==> config.mk <==
export PLATFORM = sky130hd
export DESIGN_NAME = vector_addsub
export DESIGN_NICKNAME = d
export VERILOG_FILES = /design/src/rtl/vector_addsub.sv
export SDC_FILE = /design/constraint.sdc
export NUM_CORES = 1
export LEC_CHECK = 0
export CELL_PAD_IN_SITES_DETAIL_PLACEMENT = 0
export CELL_PAD_IN_SITES_GLOBAL_PLACEMENT = 1
export CORE_MARGIN = 3
export CORE_UTILIZATION = 43
export DETAILED_ROUTE_END_ITERATION = 8
export HOLD_SLACK_MARGIN = 0.12
export PLACE_DENSITY_LB_ADDON = 0.1
export REMOVE_ABC_BUFFERS = 1
export SLEW_MARGIN = 10
export SYNTH_ARGS = -nofsm -noshare
export SYNTH_HDL_FRONTEND = slang
export SYNTH_SLANG_ARGS = --single-unit
==> constraint.sdc <==
create_clock -name clk -period 9.1 [get_ports clk]
set_clock_uncertainty 0.2 [all_clocks]
set_input_delay 0.91 -clock clk [delete_from_list [all_inputs] [get_ports clk]]
set_output_delay 0.91 -clock clk [all_outputs]
set_load 0.03 [all_outputs]
==> src/rtl/vector_addsub.sv <==
// Lane-serial vector add/subtract with wrap or signed-saturate per operation.
// One lane is computed per cycle; outputs are registered and held until the next accepted start.
module vector_addsub #(
    parameter int WIDTH = 8,
    parameter int LANES = 4
) (
    input  logic                   clk,
    input  logic                   rst,
    input  logic                   start,
    input  logic [1:0]             op,
    input  logic [LANES*WIDTH-1:0] a,
    input  logic [LANES*WIDTH-1:0] b,
    output logic [LANES*WIDTH-1:0] result,
    output logic [LANES-1:0]       cout,
    output logic [LANES-1:0]       ovf,
    output logic                   busy,
    output logic                   done
);

    localparam int IDX_W = (LANES > 1) ? $clog2(LANES) : 1;
    localparam logic [IDX_W-1:0] LAST_IDX = IDX_W'(LANES - 1);

    typedef enum logic [1:0] {
        S_IDLE = 2'd0,
        S_BUSY = 2'd1,
        S_DONE = 2'd2
    } state_t;

    state_t r_state;
    state_t w_next;

    logic [LANES*WIDTH-1:0] r_a;
    logic [LANES*WIDTH-1:0] r_b;
    logic [1:0]             r_op;
    logic [IDX_W-1:0]       r_idx;
    logic [LANES*WIDTH-1:0] r_result;
    logic [LANES-1:0]       r_cout;
    logic [LANES-1:0]       r_ovf;

    logic signed [WIDTH-1:0] w_a_lane;
    logic signed [WIDTH-1:0] w_b_lane;
    logic signed [WIDTH-1:0] w_b_eff;
    logic [WIDTH:0]          w_sum;
    logic                    w_lane_ovf;
    logic signed [WIDTH-1:0] w_lane_res;

    // Overflow when both addends share a sign that the sum does not.
    function automatic logic ovf_flag(
        input logic sign_a,
        input logic sign_b,
        input logic sign_s
    );
        return (sign_a == sign_b) && (sign_s != sign_a);
    endfunction

    function automatic logic signed [WIDTH-1:0] sat_lane(
        input logic signed [WIDTH-1:0] a_l,
        input logic [WIDTH-1:0]        sum_l,
        input logic                    ovf_l
    );
        if (!ovf_l)
            return $signed(sum_l);
        else if (a_l[WIDTH-1])
            return {1'b1, {(WIDTH-1){1'b0}}};
        else
            return {1'b0, {(WIDTH-1){1'b1}}};
    endfunction

    always_ff @(posedge clk) begin
        if (rst)
            r_state <= S_IDLE;
        else
            r_state <= w_next;
    end

    always_comb begin
        w_next = r_state;
        case (r_state)
            S_IDLE:  if (start) w_next = S_BUSY;
            S_BUSY:  if (r_idx == LAST_IDX) w_next = S_DONE;
            S_DONE:  w_next = S_IDLE;
            default: w_next = S_IDLE;
        endcase
    end

    always_comb begin
        busy = (r_state != S_IDLE);
        done = (r_state == S_DONE);
    end

    // Subtraction reuses the adder as A + ~B + 1, so cout=1 means no borrow.
    always_comb begin
        w_a_lane   = r_a[r_idx*WIDTH +: WIDTH];
        w_b_lane   = r_b[r_idx*WIDTH +: WIDTH];
        w_b_eff    = r_op[0] ? ~w_b_lane : w_b_lane;
        w_sum      = {1'b0, w_a_lane} + {1'b0, w_b_eff} + {{WIDTH{1'b0}}, r_op[0]};
        w_lane_ovf = ovf_flag(w_a_lane[WIDTH-1], w_b_eff[WIDTH-1], w_sum[WIDTH-1]);
        w_lane_res = r_op[1] ? sat_lane(w_a_lane, w_sum[WIDTH-1:0], w_lane_ovf)
                             : $signed(w_sum[WIDTH-1:0]);
    end

    always_ff @(posedge clk) begin
        if (rst) begin
            r_idx    <= '0;
            r_result <= '0;
            r_cout   <= '0;
            r_ovf    <= '0;
        end else begin
            case (r_state)
                S_IDLE: begin
                    if (start) begin
                        r_a      <= a;
                        r_b      <= b;
                        r_op     <= op;
                        r_idx    <= '0;
                        r_result <= '0;
                        r_cout   <= '0;
                        r_ovf    <= '0;
                    end
                end
                S_BUSY: begin
                    r_result[r_idx*WIDTH +: WIDTH] <= w_lane_res;
                    r_cout[r_idx]                  <= w_sum[WIDTH];
                    r_ovf[r_idx]                   <= w_lane_ovf;
                    if (r_idx != LAST_IDX)
                        r_idx <= r_idx + 1'b1;
                end
                default: ;
            endcase
        end
    end

    assign result = r_result;
    assign cout   = r_cout;
    assign ovf    = r_ovf;

endmodule

==> summary.md, run 1 <==
| Metric | Value |
|---|---|
| CP Depth | 9 |
| Postcts setup bufs | 0 |
| CTS tree | done |
| Detailed Route Iter0 Violations | between 150 and 200 |
| Antenna cells | 0 |
| IO buf count | 110 |
| RSZ-0062 raised after global routing | false |
| Register share of total power | 0.536 |
| Critical path buffers and inverters | 0 |
| Total die area | 11,700 µm² |
| R2r worst-path depth | 9 |
| CTS clk-pin slew, worst paths | between 100 and 150 ps |
| Syn_area_per_cell | roughly 14 µm² |
| Final non-filler cell total | approximately 570 |
| Crit path max-delay family | compound AO/OA/AOI/OAI gates |
| Ports | approximately 110 |
| Largest net degree at the start of global routing | 67 |
| Area grow syn2layout | 32.3% |
| Combinational Power Share | 0.186 |
| WS Path Type | flop to flop |
| RePlAce Congestion | 0.770 |
| CP Max Fanout | 22 |
| Max H-tree Level | 3 |
| Clock Tree Buf Depth | 2 |
| Final wirelength | 9830 µm |
| Crit-path cells | mux4_2 -> mux2_4 -> fa_1 -> a21oi_1 -> o211a_1 -> o211ai_1 -> and2_1 -> a211oi_2 -> a22o_1 |
| Hold/Removal Path Class | flop to flop |
| Synthesized flop and latch total | between 100 and 150 |
| CP endpoint kind | flop |
| Vias post-DR | around 3,000 |
| Register area share after synthesis | 0.635 |
| CTS Buf Count | 9 |
| Endpoints failing hold | 0 |
| Synthesis Warnings | 0 |
| Setup crit start kind | flop |
| Status | completed |
| Tcrit/Tclk final | 0.425 |
| Pwr dens | roughly 170 nW/µm² |
| Final Max Tran Viols | 0 |
| Worst r2r dst | result[30] |
| Initial antenna violation count | 0 |
| Max-slew headroom | 0.267 |
| Num rows | 36 |
| Nets | about 520 |
| Worst path max stage delay | about 1000 ps |
| Routed vias/inst | around 5.3 |
| Clock Power Share | 0.278 |
| Tmin final | between 3000 and 4000 ps |
| Die X | 108 µm |
| Synth Flop Type | edfxtp_1 |
| WL per Instance | approximately 17 µm |
| P_int | 0.000751 W |
| CTS Root Cell | clkbuf_8 |
| DRC | 0 |
| R2R Path Start | r_idx[1] |
| Layout cells sized above 1 | 0.0975 |
| Final setup TNS | 0 ps |
| Sw Pwr | between 0.0002 and 0.0003 W |
| Crit path capture | result[30] |
| Gate Count Post-Synth | between 300 and 400 |
| Synth cell types | 46 |
| Worst setup startpoint | r_idx[1] |
| First-pass GRT wire length | 16,000 µm |
| Gr ovfl total | 0 |
| Post-synth design cell area | 4510 µm² |
| Die height | 108 µm |
| Slowest stage cell, crit path | dfxtp_1 |
| Hold Slack | 270 ps |
| Critical path arrival | approximately 4000 ps |
| Worst slew pin tran | roughly 1100 ps |
| Asr flop ratio synth | 0 |
| R2R setup slack | around 5200 ps |
| Vias in the first global route | ~3,000 |
| Initial Util | 0.451 |
| Final HPWL DP | a little over 7000 µm |
| CTS Sinks | between 100 and 150 |
| Detail Route Antenna Nets | 0 |
| Post-CTS resize count | 0 |
| Total core area | around 10000 µm² |
| Sw frac | 0.274 |
| GRT Total Usage | 0.179 |
| Clock Latency Late Sink | ~360 ps |
| Total of max-cap violations | 0 |
| FMAX | 0.259 GHz |
| Number of cells after detailed placement | 558 |
| # setup viols final | 0 |
| CTS Hold Bufs | 0 |
| Number of synthesized flops with an enable pin | 66 |
| Drt first pass iters | 5 |
| Static Leak | between 2 and 2.5 nW |
| Maximum vdd drop | a little over 0.1 mV |
| CP required | between 9000 and 10,000 ps |
through the flow:
step / setup WS (ps) / area (µm²) / total power [W] / util
2_1_floorplan: 2820 / 4470 / 0.000686 / -
3_3_place_gp: 5310 / 5760 / 0.000757 / 0.576
3_5_place_dp: 5220 / 5760 / 0.000760 / 0.576
4_1_cts: 5180 / 5960 / 0.00105 / 0.596
5_1_grt: 4840 / 5960 / 0.00109 / 0.596
6_report: 5230 / 5960 / 0.00103 / 0.596
cell usage in the layout, fill, tap and decap left out, types with 2 or more instances in the layout:
cell type,Yosys,final
xnor2_1,8,8
inv_1,9,9
o41ai_1,2,2
a21o_1,2,2
o21ai_0,15,15
ha_1,11,11
a211oi_2,2,2
dfxtp_1,44,44
nor3_1,8,7
nand2b_1,3,3
clkbuf_8,0,9
edfxtp_1,66,66
and2_1,4,4
inv_8,0,2
xor2_1,3,3
clkdlybuf4s50_1,0,110
o211ai_1,4,4
nor2_1,15,15
o21bai_1,2,2
a21oi_1,12,12
mux4_2,15,15
nand2_1,29,29
a22o_1,33,33
or2_2,2,2
mux2i_1,2,2
buf_4,0,3
kinds of logic (layout without fill, tap and decap cells):
kind of cell / Yosys count / in the layout / share of synthesized area
multiplexers: 18 / 18 / 0.0828
adder cells (fa/ha/maj): 12 / 12 / 0.0350
AO/OA/AOI/OAI: 82 / 82 / 0.135
AND/OR/NAND/NOR: 69 / 69 / 0.0744
buffers and inverters: 19 / 139 / 0.0164
flip-flops: 110 / 110 / 0.635
XOR/XNOR: 11 / 11 / 0.0214
how the worst min path moves through the flow:
stage,start,endpoint,slack [ps],cells past startpoint
2_1_floorplan,r_state[0],r_idx[1],330,2
3_3_place_gp,result[5],result[5],240,2
3_5_place_dp,result[5],result[5],250,2
4_1_cts,result[5],result[5],280,2
5_1_grt,result[5],result[5],300,2
6_report,cout[3],cout[3],270,2
Yosys cell counts, drive strengths merged (5+ instances only):
| library cell | number | area [µm²] |
|---|---|---|
| clkbuf | 5 | 18.8 |
| ha | 11 | 138 |
| inv | 10 | 37.5 |
| dfxtp | 44 | 881 |
| mux4 | 15 | 338 |
| a22o | 33 | 289 |
| nand2 | 29 | 109 |
| nor3 | 8 | 40.0 |
| o21ai | 16 | 80.1 |
| xnor2 | 8 | 70.1 |
| edfxtp | 66 | 1980 |
| nor2 | 15 | 56.3 |
| a21oi | 12 | 60.1 |
worst register-to-register path: stages (launching register included):
cell and delay (ps):
dfxtp_1 1030, mux4_2 500, mux2_4 360, fa_1 400, a21oi_1 290, o211a_1 200
o211ai_1 140, and2_1 200, a211oi_2 320, a22o_1 190
layer usage:
metal / vias to the layer above / routed length, µm / GRT usage
met5: - / 0 / 0
met4: 0 / 139 / 0.0532
met3: 11 / 664 / 0.0454
met2: 98 / 4710 / 0.279
met1: 1443 / 4320 / 0.247
li1: 1464 / - / -
final cells by class:
type / instances / area, µm²
timing repair buffer: 113 / 1120
fill: 830 / 4040
multi-input combinational: 192 / 1570
sequential: 110 / 2860
clock buffer: 9 / 124
tap: 133 / 166
clock inverter: 7 / 71.3
inverter: 10 / 37.5
state kept, by name (all words and copies together), names as in the netlist:
signal and cells:
r_a 32, r_b 32, result 32, cout 4, ovf 4, r_idx 2, r_op 2, r_state 2
power by group through the flow:
stage	Combinational [W]	Clock (W)	Sequential (W)
final	0.000193	0.000287	0.000554
after global routing	0.000215	0.000317	0.000556
after CTS	0.000195	0.000298	0.000555
after detailed placement	0.000194	0	0.000566
after global placement	0.000192	0	0.000565
after floorplan	0.000110	0	0.000575
(Power assumes the default switching activity.)
==> run 2: changes to the inputs <==
Settings changed: CORE_UTILIZATION 43 to 40.
Clock period 9.1 ns to 3.9 ns, I/O delays scaled along.
==> run 2 against run 1 <==
Compared with the run above: clock power rose to 3.0 times the previous value; via count fell by 1.1%; critical path depth rose by 1; worst hold slack got worse by 13 ps; first-iteration DRC count fell by 28%.
==> summary.md, run 2 (synthesis results as in run 1) <==
| Metric | Value |
|---|---|
| Status | completed |
| Postcts setup bufs | 0 (unchanged) |
| Post-Place Worst Slack | 365 ps (-4850 ps) |
| Most common cell after layout, fill and taps aside | clkdlybuf4s50_1 |
| Gr busiest metal | met2 |
| Area grow syn2layout | 35.7% |
| First-pass GRT wire length | 15,400 µm (-3.8%) |
| CP endpoint kind | flop |
| CTS Sinks | 110 (unchanged) |
| Final non-filler cell total | 587 (+2.3%) |
| Ports | 111 (unchanged) |
| GR Util met1 | 0.196 (-0.0515) |
| Pwr dens | 425 nW/µm² (+150%) |
| Drt first pass iters | 4 (-1) |
| P_int | 0.00192 W (+160%) |
| IO buf count | 110 (unchanged) |
| Largest net degree at the start of global routing | 67 (unchanged) |
| Tmin final | 3480 ps (-387 ps) |
| Final setup TNS | 0 ps (unchanged) |
| Pwr Total | 0.00260 W (+150%) |
| Final wirelength | 9260 µm (-5.9%) |
| Die X | 112 µm (+3.5%) |
| Hold/Removal Path Class | flop to flop |
| Post-CTS resize count | 0 (unchanged) |
| GRT Total Usage | 0.151 (-0.0276) |
| CTS tree | done |
| CTS Hold Bufs | 0 (unchanged) |
| Hold Slack | 257 ps (-12.8 ps) |
| Register share of total power | 0.496 (-0.040) |
| R2r worst-path depth | 10 (+1) |
| CP Max Fanout | 24 (+9.1%) |
| Number of cells after detailed placement | 571 (+2.3%) |
| RSZ-0062 raised after global routing | false |
| Setup crit start kind | flop |
| CTS Buf Count | 9 (unchanged) |
| Initial antenna violation count | 0 (unchanged) |
| Final Worst Setup Slack | 420 ps (-4810 ps) |
| Initial Util | 0.412 (-0.0386) |
| Static Leak | 2.15 nW (+3.8%) |
| Sw Pwr | 0.000678 W (+140%) |
| Vias post-DR | 2,983 (-1.1%) |
| WL per Instance | 15.8 µm (-7.9%) |
| Clock Power Share | 0.330 (+0.052) |
| CTS Root Cell | clkbuf_16 |
| Num rows | 38 (+5.6%) |
| Sw frac | 0.261 (-0.0135) |
| M3 GR Usage | 0.0383 (-0.00710) |
| Combinational Power Share | 0.173 (-0.013) |
| Antenna cells | 0 (unchanged) |
| Endpoints failing hold | 0 (unchanged) |
| Clock Latency Late Sink | 340 ps (-20 ps) |
| Routed vias/inst | 5.08 (-3.3%) |
| Met2 GRT Util | 0.257 (-0.0227) |
| Tcrit/Tclk final | 0.892 (+0.467) |
| Hold depth | 2 (unchanged) |
| Final Max Tran Viols | 0 (unchanged) |
| Gr ovfl total | 0 (unchanged) |
| Nets | 523 (+1.2%) |
| WS Path Type | flop to flop |
| Detailed Route Iter0 Violations | 111 (-28%) |
| DRC | 0 (unchanged) |
| Die height | 112 µm (+3.5%) |
| Worst slew pin tran | 820 ps (-271 ps) |
| Total die area | 12,600 µm² (+7.1%) |
| Total core area | 10,900 µm² (+9.4%) |
| Maximum vdd drop | 0.198 mV (+96%) |
| Max-slew headroom | 0.453 (+0.186) |
| Critical path arrival | 3550 ps (-430 ps) |
| # setup viols final | 0 (unchanged) |
| Layout cells sized above 1 | 0.107 (+0.00988) |
| Total of max-cap violations | 0 (unchanged) |
| Clock Tree Buf Depth | 2 (unchanged) |
| Vias in the first global route | 3,078 (+2.2%) |
| CP required | 3970 ps (-5250 ps) |
| Most frequent cells in the layout | clkdlybuf4s50_1 (110), edfxtp_1 (66), dfxtp_1 (44), a22o_1 (33), nand2_1 (29) |
| Max H-tree Level | 3 (unchanged) |
| FMAX | 0.287 GHz (+11%) |
| Detail Route Antenna Nets | 0 (unchanged) |
| RePlAce Congestion | 0.792 (+2.9%) |
| Final HPWL DP | 7020 µm (-1.6%) |
| CTS clk-pin slew, worst paths | 80 ps (-30 ps) |
run 2: cell types whose count changed in the layout (fill, tap and decap cells not counted), sizes merged:
cell      before  now
buf            3    9
clkinv         1    3
bufinv         1    0
clkinvlp       1    0
run 2: power groups by stage:
stage | logic, W | registers, W | clock network (W)
global placement | 0.000451 | 0.00132 | 0
detailed placement | 0.000457 | 0.00132 | 0
finish | 0.000451 | 0.00129 | 0.000859
global route | 0.000499 | 0.00130 | 0.000934
floorplan | 0.000258 | 0.00134 | 0
CTS | 0.000458 | 0.00129 | 0.000888
run 2: worst max-delay path, cell delays in order (launching register included):
cell and delay [ps]:
dfxtp_1 360, buf_12 210, mux4_2 590, mux2_4 350, fa_1 400, a21oi_1 270, o211a_1 200, o211ai_1 130
and2_1 190, a211oi_2 310, a22o_1 180
run 2: area by class of cell:
cell class / count / area (µm²)
clock buffers: 9 / 225
fillers: 933 / 4820
multi-input cells: 192 / 1570
well taps: 140 / 175
repair buffers: 119 / 1180
clock inverters: 7 / 60.1
inverters: 10 / 37.5
flip-flops and latches: 110 / 2860
run 2: path summary, 6_finish.rpt:
check	startpoint	to	slack (ps)
max	r_idx[0]	result[14]	420
min	cout[2]	cout[2]	260
max reg2reg	r_idx[0]	result[14]	420
min reg2reg	cout[2]	cout[2]	260
run 2: routing by layer:
metal	routed length [µm]	up-vias
met5	0	-
met4	48	0
met3	507	2
met2	4600	82
met1	4110	1418
li1	-	1481
run 2: metrics by stage:
step	instance area (µm²)	utilization
floorplan	4470	-
CTS	6120	0.559
finish	6120	0.559
global route	6120	0.559
detailed placement	5830	0.533
global placement	5830	0.533
